[src/rtl/game_flow_sequencer_if.sv]
// ============================================================================
// Module      : game_flow_sequencer_if
// Description : Bundle between the game-flow sequencer and the road/VGA side.
// Revision    : 1.0 - initial release
// ============================================================================
`default_nettype none

interface game_flow_sequencer_if;
    logic        start;
    logic        crash;
    logic [9:0]  hCount;
    logic [9:0]  vCount;
    logic        play_en;
    logic        road_reset;
    logic [3:0]  level;
    logic [15:0] score;
    logic [1:0]  lives;
    logic [2:0]  state;

    modport master (
        output start, crash, hCount, vCount,
        input  play_en, road_reset, level, score, lives, state
    );

    modport slave (
        input  start, crash, hCount, vCount,
        output play_en, road_reset, level, score, lives, state
    );
endinterface

`default_nettype wire

[src/rtl/game_flow_sequencer.sv]
// ============================================================================
// Module      : game_flow_sequencer
// Description : Road-game flow controller (idle/countdown/play/crash/over).
//               Optional PAUSE state enabled by defining GAME_PAUSE_EN.
// Revision    : 1.0 - initial release
// ============================================================================
`default_nettype none

module game_flow_sequencer #(
    parameter int LIVES_INIT       = 3,
    parameter int COUNTDOWN_FRAMES = 180,
    parameter int CRASH_FRAMES     = 90,
    parameter int LEVEL_FRAMES     = 600,
    parameter int LEVEL_MAX        = 8,
    parameter int V_TICK_LINE      = 480
) (
    input  wire logic             clk,
    input  wire logic             rst,
    game_flow_sequencer_if.slave  bus
);

    typedef enum logic [2:0] {
        S_IDLE      = 3'd0,
        S_COUNTDOWN = 3'd1,
        S_PLAY      = 3'd2,
        S_CRASH     = 3'd3,
        S_OVER      = 3'd4,
        S_PAUSE     = 3'd5
    } state_t;

    state_t      state_q,      state_d;
    logic        start_q;
    logic        tick_cond_q;
    logic        tick_q;
    logic        road_reset_q, road_reset_d;
    logic [7:0]  timer_q,      timer_d;
    logic [9:0]  level_cnt_q,  level_cnt_d;
    logic [3:0]  level_q,      level_d;
    logic [15:0] score_q,      score_d;
    logic [1:0]  lives_q,      lives_d;

    logic        start_rise;
    logic        tick_cond;

    assign start_rise = bus.start & ~start_q;
    assign tick_cond  = (bus.hCount == 10'd0) && (bus.vCount == 10'(V_TICK_LINE));

    // start_q resets high so a button held through reset release is not a new press
    always_ff @(posedge clk or posedge rst) begin
        if (rst) begin
            state_q      <= S_IDLE;
            start_q      <= 1'b1;
            tick_cond_q  <= 1'b0;
            tick_q       <= 1'b0;
            road_reset_q <= 1'b0;
            timer_q      <= 8'd0;
            level_cnt_q  <= 10'd0;
            level_q      <= 4'd1;
            score_q      <= 16'd0;
            lives_q      <= 2'(LIVES_INIT);
        end else begin
            state_q      <= state_d;
            start_q      <= bus.start;
            tick_cond_q  <= tick_cond;
            tick_q       <= tick_cond & ~tick_cond_q;
            road_reset_q <= road_reset_d;
            timer_q      <= timer_d;
            level_cnt_q  <= level_cnt_d;
            level_q      <= level_d;
            score_q      <= score_d;
            lives_q      <= lives_d;
        end
    end

    always_comb begin
        state_d      = state_q;
        road_reset_d = 1'b0;
        timer_d      = timer_q;
        level_cnt_d  = level_cnt_q;
        level_d      = level_q;
        score_d      = score_q;
        lives_d      = lives_q;

        case (state_q)
            S_IDLE, S_OVER: begin
                if (start_rise) begin
                    state_d      = S_COUNTDOWN;
                    road_reset_d = 1'b1;
                    lives_d      = 2'(LIVES_INIT);
                    level_d      = 4'd1;
                    score_d      = 16'd0;
                    level_cnt_d  = 10'd0;
                    timer_d      = 8'(COUNTDOWN_FRAMES);
                end
            end

            S_COUNTDOWN: begin
                if (tick_q) begin
                    timer_d = timer_q - 8'd1;
                    if (timer_q == 8'd1) begin
                        state_d = S_PLAY;
                    end
                end
            end

            S_PLAY: begin
                // A crash wins over a coincident tick; that frame is not scored
                if (bus.crash) begin
                    state_d     = S_CRASH;
                    timer_d     = 8'(CRASH_FRAMES);
                    level_cnt_d = 10'd0;
                    if (lives_q != 2'd0) begin
                        lives_d = lives_q - 2'd1;
                    end
`ifdef GAME_PAUSE_EN
                end else if (start_rise) begin
                    state_d = S_PAUSE;
`endif
                end else if (tick_q) begin
                    if (score_q != 16'hFFFF) begin
                        score_d = score_q + 16'd1;
                    end
                    if (level_cnt_q + 10'd1 == 10'(LEVEL_FRAMES)) begin
                        level_cnt_d = 10'd0;
                        if (level_q < 4'(LEVEL_MAX)) begin
                            level_d = level_q + 4'd1;
                        end
                    end else begin
                        level_cnt_d = level_cnt_q + 10'd1;
                    end
                end
            end

            S_CRASH: begin
                if (tick_q) begin
                    timer_d = timer_q - 8'd1;
                    if (timer_q == 8'd1) begin
                        if (lives_q == 2'd0) begin
                            state_d = S_OVER;
                        end else begin
                            state_d      = S_COUNTDOWN;
                            road_reset_d = 1'b1;
                            timer_d      = 8'(COUNTDOWN_FRAMES);
                        end
                    end
                end
            end

`ifdef GAME_PAUSE_EN
            S_PAUSE: begin
                if (start_rise) begin
                    state_d = S_PLAY;
                end
            end
`endif

            default: begin
                state_d = S_IDLE;
            end
        endcase
    end

    assign bus.play_en    = (state_q == S_PLAY);
    assign bus.road_reset = road_reset_q;
    assign bus.level      = level_q;
    assign bus.score      = score_q;
    assign bus.lives      = lives_q;
    assign bus.state      = state_q;

endmodule

`default_nettype wire
[src/flat_wrapper.sv]
// flat-port wrapper written by rule: the top's interface ports become plain ports
module game_flow_sequencer_flat 
#(
    parameter int LIVES_INIT       = 3,
    parameter int COUNTDOWN_FRAMES = 180,
    parameter int CRASH_FRAMES     = 90,
    parameter int LEVEL_FRAMES     = 600,
    parameter int LEVEL_MAX        = 8,
    parameter int V_TICK_LINE      = 480
)
  (clk, rst, bus_start, bus_crash, bus_hCount, bus_vCount, bus_play_en, bus_road_reset, bus_level, bus_score, bus_lives, bus_state);
  game_flow_sequencer_if bus_i ();
  input  wire logic clk;
  input  wire logic rst;
  input wire logic [$bits(bus_i.start)-1:0] bus_start;
  input wire logic [$bits(bus_i.crash)-1:0] bus_crash;
  input wire logic [$bits(bus_i.hCount)-1:0] bus_hCount;
  input wire logic [$bits(bus_i.vCount)-1:0] bus_vCount;
  output wire logic [$bits(bus_i.play_en)-1:0] bus_play_en;
  output wire logic [$bits(bus_i.road_reset)-1:0] bus_road_reset;
  output wire logic [$bits(bus_i.level)-1:0] bus_level;
  output wire logic [$bits(bus_i.score)-1:0] bus_score;
  output wire logic [$bits(bus_i.lives)-1:0] bus_lives;
  output wire logic [$bits(bus_i.state)-1:0] bus_state;
  assign bus_i.start = bus_start;
  assign bus_i.crash = bus_crash;
  assign bus_i.hCount = bus_hCount;
  assign bus_i.vCount = bus_vCount;
  assign bus_play_en = bus_i.play_en;
  assign bus_road_reset = bus_i.road_reset;
  assign bus_level = bus_i.level;
  assign bus_score = bus_i.score;
  assign bus_lives = bus_i.lives;
  assign bus_state = bus_i.state;
  game_flow_sequencer #(.LIVES_INIT(LIVES_INIT), .COUNTDOWN_FRAMES(COUNTDOWN_FRAMES), .CRASH_FRAMES(CRASH_FRAMES), .LEVEL_FRAMES(LEVEL_FRAMES), .LEVEL_MAX(LEVEL_MAX), .V_TICK_LINE(V_TICK_LINE)) u_core (.clk(clk), .rst(rst), .bus(bus_i));
endmodule
[config.mk]
export PLATFORM = sky130hd
export DESIGN_NAME = game_flow_sequencer_flat
export DESIGN_NICKNAME = d
export VERILOG_FILES = /design/src/rtl/game_flow_sequencer_if.sv /design/src/rtl/game_flow_sequencer.sv /design/src/flat_wrapper.sv
export SDC_FILE = /design/constraint.sdc
export NUM_CORES = 1
export LEC_CHECK = 0
export CAP_MARGIN = 40
export CORE_MARGIN = 8
export CORE_UTILIZATION = 40
export CTS_BUF_LIST = sky130_fd_sc_hd__clkbuf_2
export DETAILED_ROUTE_END_ITERATION = 16
export SLEW_MARGIN = 20
export SYNTH_ARGS = -nofsm -noshare
export SYNTH_HDL_FRONTEND = slang
export SYNTH_SLANG_ARGS = --single-unit
[constraint.sdc]
create_clock -name clk -period 6.11 [get_ports clk]
set_input_delay 0.611 -clock clk [delete_from_list [all_inputs] [get_ports clk]]
set_output_delay 0.611 -clock clk [all_outputs]
set_load 0.02 [all_outputs]
==> reports/qor.csv, run 1 <==
metric;value;unit
post-synth top area cell;dfrtp_1;
Initial Utilization;0.413;
top-count cell post-synth;dfrtp_1;
top cells by area, synth;dfrtp_1 (38%), nand2_1 (5.0%), dfstp_2 (3.8%), xor2_1 (3.4%), ha_1 (2.7%);
unrepaired setup endpoints after global routing;false;
CTS tree;yes;
Ports;51;
Detailed Routing Iterations Pass 1;4;
CP top delay family;buffers and inverters;
Clock Sinks;47;
Seq cells post-synth;47;
CTS Hold Bufs;0;
post-layout util;0.508;
Cell Area, Synth;2800;µm²
global-route wire length before repair;11800;µm
WS Path Type;register to primary output;
Worst Tran Pin Value;625;ps
final hold viol count;0;
Slew Limit Fails;0;
CTS Buf Count;5;
Arr. time, crit path;2750;ps
WP data required;5500;ps
dpl cells;440;
vias in the first global route;2321;
Max-Cap Viols;0;
initial antenna violation count;0;
Yosys warning total;0;
Mapped Avg Cell Area;9.28;µm²
post-synth top area share;0.384;
Die Width;99.7;µm
Setup WS pre-CTS;3220;ps
Worst-Skew Late Latency;410;ps
DRC;0;
highest metal used;met4;
Cell Rows;30;
Distinct cells, synth;61;
Max Fclk;0.298;GHz
Placer Congestion;0.816;
routed wire length;6930;µm
worst reg2reg setup slack;3470;ps
CP endpoint kind;primary output;
maximum clock insertion buffer count;2;
CP bufs+invs;2;
Largest stage delay, worst path;690;ps
met2 wire length;3280;µm
antenna cells;0;
sequential area share after synthesis;0.421;
clk slew on worst S/H paths;230;ps
period utilization;0.550;
Synth top cells by count;dfrtp_1 (43), nand2_1 (37), nor2_1 (20);
Slowest-stage cell, CP;clkdlybuf4s50_1;
Die ar.;9940;µm²
met3 WL;222;µm
EDFF count, synth;0;
Pwr Density;147;nW/µm²
layout cells sized above 1;0.0852;
endpoints failing setup;0;
Vias;2384;
grt total ovfl;0;
post-route minimum period;3360;ps
final setup TNS;0;ps
H-Tree Depth;2;
CP cell instances;or3b_2, inv_1, clkdlybuf4s50_1;
nets;381;
DRT iter0 DRCs;131;
Post-DP HPWL;5240;µm
# Post-CTS Setup Buffers;0;
Startpoint Class;register;
Post-CTS Resized;0;
chip height;99.7;µm
M1 WL;3360;µm
area delta synth->final;23.1;%
status;finished, final reports clean;
largest net degree at the start of global routing;34;
DR vias/cell;5.32;
CP max FO;15;
Main synth FF type;dfrtp_1;
Leak Pwr;1.42;nW
clk_skew;18.6;ps
core area;6790;µm²
PortBufs;50;
hold crit path type;primary input to async pin;
Worst VDD drop;76.5;µV
antenna-violating nets left;0;
Syn Inst Count;302;
Final WS setup;2750;ps
All-Layer GR Usage;0.145;
Mapped Nets;332;
Max-slew headroom;0.581;
Root Buffer Master;clkbuf_2;
non-filler cells, final;448;
total design power;0.000508;W
Synth async-reset ratio;1.00;
Wirelength per Cell;15.5;µm
-- path summary, 6_finish.rpt --
kind                                         end                 from  depth (start not counted)
max                                  bus_play_en  u_core.bus.state[1]                          3
min                        u_core.level_cnt_q[3]                  rst                          2
max reg2reg                u_core.level_cnt_q[3]  u_core.bus.state[1]                          4
min reg2reg                        u_core.tick_q   u_core.tick_cond_q                          1
max in group asynchronous         u_core.start_q                  rst                          3
min in group clk                   u_core.tick_q   u_core.tick_cond_q                          1
-- through the flow --
| stage | hold slack [ps] | area [µm²] |
|---|---|---|
| 6_report | 430 | 3450 |
| 5_1_grt | 417 | 3450 |
| 4_1_cts | 427 | 3450 |
| 3_5_place_dp | 401 | 3410 |
| 3_3_place_gp | 400 | 3380 |
| 2_1_floorplan | 383 | 2800 |
-- power breakdown --
| group | internal [W] | leakage, nW | switching [W] |
|---|---|---|---|
| sequential | 0.000317 | 0.620 | 0.00000857 |
| combinational | 0.0000283 | 0.766 | 0.0000262 |
| clock | 0.0000312 | 0.0330 | 0.0000966 |
| total | 0.000377 | 1.42 | 0.000131 |
-- area by class of cell --
type,instances,area [µm²]
Fill cell,645,3340
Multi-Input combinational cell,235,1540
Sequential cell,47,1180
Timing Repair Buffer,53,533
Tap cell,96,120
Clock buffer,7,35.0
Inverter,9,33.8
Clock inverter,1,5.00
-- sequential cells by signal (all words and copies together) (netlist names) --
signal,count
u_core.tick_q,1
u_core.tick_cond_q,1
u_core.bus.score,16
u_core.level_cnt_q,10
u_core.bus.road_reset,1
u_core.bus.lives,2
u_core.bus.level,4
u_core.start_q,1
u_core.timer_q,8
u_core.bus.state,3
-- layout by cell type (no fill, tap or decap), types with 5 or more instances in the layout --
cell type	instances
nand2_1	37
ha_1	6
nor2_1	20
and3_1	6
o2111ai_1	8
o211ai_1	6
mux2i_1	5
nor3_1	11
nand3_1	15
xor2_1	11
o21ai_0	12
inv_1	8
clkbuf_2	7
clkdlybuf4s50_1	50
dfrtp_1	43
nor4_1	5
nand2b_1	8
a21oi_1	13
-- layer usage --
layer,up-vias,GRT usage
met2,32,0.241
met3,5,0.0321
li1,1234,-
met4,0,0.0361
met5,-,0
met1,1113,0.184
-- logic make-up (layout without fill, tap and decap cells) --
group | count (synthesis) | count (layout) | share of synthesized area
AOI/OAI and AO/OA | 72 | 72 | 0.193
adders and majority gates | 6 | 6 | 0.0268
and+or+nand+nor | 139 | 139 | 0.272
muxes | 5 | 5 | 0.0179
xor gates and xnor gates | 13 | 13 | 0.0406
DFF | 47 | 47 | 0.421
buffers and inverters | 20 | 70 | 0.0286
No activity file was read; power rests on OpenSTA's default activity.
==> run 2: changes to the inputs <==
Clock period 6.11 ns to 3.5 ns, I/O delays scaled along.
==> reports/qor.csv, run 2 (synthesis gave the netlist of run 1 again) <==
metric;value;unit;change
grt total ovfl;0;;unchanged
maximum clock insertion buffer count;2;;unchanged
Die ar.;9940;µm²;unchanged
vias in the first global route;2386;;+2.8%
Worst-Skew Late Latency;420;ps;about the same
combinational group share of total power;0.098;;-0.009
DRT iter0 DRCs;118;;-9.9%
Die Width;99.7;µm;unchanged
antenna cells;0;;unchanged
Switching Fraction;0.242;;-0.0167
max FFs per register;16;;unchanged
chip height;99.7;µm;unchanged
Max-slew headroom;0.562;;-0.0194
Placer Congestion;0.794;;-2.7%
initial antenna violation count;0;;unchanged
period utilization;0.891;;
part of the power in registers;0.590;;-0.051
core area;6790;µm²;unchanged
Startpoint Class;register;;
All-Layer GR Usage;0.146;;+0.00158
most common cell after layout, fill and taps aside;clkdlybuf4s50_1;;
CP max FO;15;;unchanged
final setup TNS;0;ps;unchanged
Largest stage delay, worst path;690;ps;about the same
Wirelength per Cell;15.8;µm;+1.9%
WP data required;3150;ps;-2350 ps
Psw;0.000233;W;+77%
# Post-CTS Setup Buffers;0;;unchanged
largest net degree at the start of global routing;30;;-12%
grt met1 use;0.183;;-0.000874
global-route wire length before repair;11900;µm;+1.5%
Slowest-stage cell, CP;clkdlybuf4s50_1;;
layout cells sized above 1;0.0878;;+0.00259
final hold viol count;0;;unchanged
area delta synth->final;24.2;%;
CTS Hold Bufs;0;;unchanged
endpoints failing setup;0;;unchanged
Cell Rows;30;;unchanged
unrepaired setup endpoints after global routing;false;;
met2 Use GR;0.248;;+0.00770
Post-CTS Resized;0;;unchanged
Worst VDD drop;136;µV;+78%
Max Fclk;0.321;GHz;
DRC;0;;unchanged
Worst Tran Pin Value;650;ps;+24.8 ps
routed wire length;7070;µm;+2.1%
PortBufs;50;;unchanged
CP endpoint kind;primary output;;
Vias;2420;;+1.5%
Root Buffer Master;clkbuf_2;;
total design power;0.000964;W;+90%
Initial Utilization;0.413;;unchanged
DR vias/cell;5.39;;+1.3%
commonest cells after routing, fill and taps aside;clkdlybuf4s50_1 (50), dfrtp_1 (43), nand2_1 (37);;
CTS Buf Count;5;;unchanged
Clock Sinks;47;;unchanged
Ports;51;;unchanged
routing usage on met3;0.0335;;+0.00140
Post-DP HPWL;5360;µm;+2.3%
clk_skew;29.1;ps;+10.4 ps
Slew Limit Fails;0;;unchanged
status;finished, final reports clean;;
clk slew on worst S/H paths;240;ps;about the same
Top Usage Layer GRT;met2;;
Pwr Density;277;nW/µm²;+88%
CP cell instances;or3b_2, inv_1, clkdlybuf4s50_1;;
Max-Cap Viols;0;;unchanged
hold crit path type;primary input to async pin;;
nets;382;;+0.26%
Detailed Routing Iterations Pass 1;4;;unchanged
Leak Pwr;1.43;nW;+1.1%
Cell Int Power;0.000731;W;+94%
post-route minimum period;3120;ps;
CTS tree;yes;;
antenna-violating nets left;0;;unchanged
Arr. time, crit path;2770;ps;+20 ps
WS Path Type;register to primary output;;
H-Tree Depth;2;;unchanged
Clk pwr share;0.311;;+0.059
[run 2: layer usage]
layer	wire [µm]	part of all wire	vias to the layer above
li1	-	-	1240
met1	3310	0.47	1147
met2	3510	0.50	28
met3	197	0.028	5
met4	46	0.0065	0
met5	0	0	-
[run 2: final timing paths]
path	start	endpoint	slack (ps)	cells past startpoint
max	u_core.bus.state[1]	bus_play_en	380	3
min	rst	u_core.bus.score[7]	200	2
max reg2reg	u_core.bus.state[1]	u_core.bus.score[0]	910	6
min reg2reg	u_core.tick_cond_q	u_core.tick_q	460	1
max in group asynchronous	rst	u_core.bus.lives[1]	2730	3
min in group clk	bus_start	u_core.start_q	360	1
[run 2: critical path, delay by kind of cell, from the launching register on]
family	cells	cell delay (ps)
buffers and inverters	2	1040
DFF	1	670
and+or+nand+nor	1	640
[run 2: cell type report]
class	count	area, µm²
Fill cell	665	3310
Multi-Input combinational cell	235	1540
Sequential cell	47	1180
Timing Repair Buffer	54	541
Tap cell	96	120
Clock buffer	7	35.0
Inverter	9	33.8
Clock inverter	1	30.0
[run 2: per-stage QoR]
| step | hold slack (ps) | cells | cell area (µm²) | worst slack [ps] | utilization |
|---|---|---|---|---|---|
| 2_1_floorplan | 354 | 302 | 2800 | 1420 | - |
| 3_3_place_gp | 398 | 439 | 3390 | 892 | 0.499 |
| 3_5_place_dp | 407 | 441 | 3420 | 858 | 0.503 |
| 4_1_cts | 190 | 449 | 3480 | 334 | 0.513 |
| 5_1_grt | 164 | 449 | 3480 | 168 | 0.513 |
| 6_report | 200 | 449 | 3480 | 382 | 0.513 |
[run 2: power by group through the flow]
| stage | logic [W] | registers [W] | clock network [W] |
|---|---|---|---|
| after floorplan | 0.0000471 | 0.000576 | 0 |
| after global placement | 0.0000928 | 0.000578 | 0 |
| after detailed placement | 0.0000968 | 0.000578 | 0 |
| after CTS | 0.0000971 | 0.000569 | 0.000314 |
| after global routing | 0.000105 | 0.000572 | 0.000337 |
| final | 0.0000949 | 0.000569 | 0.000300 |
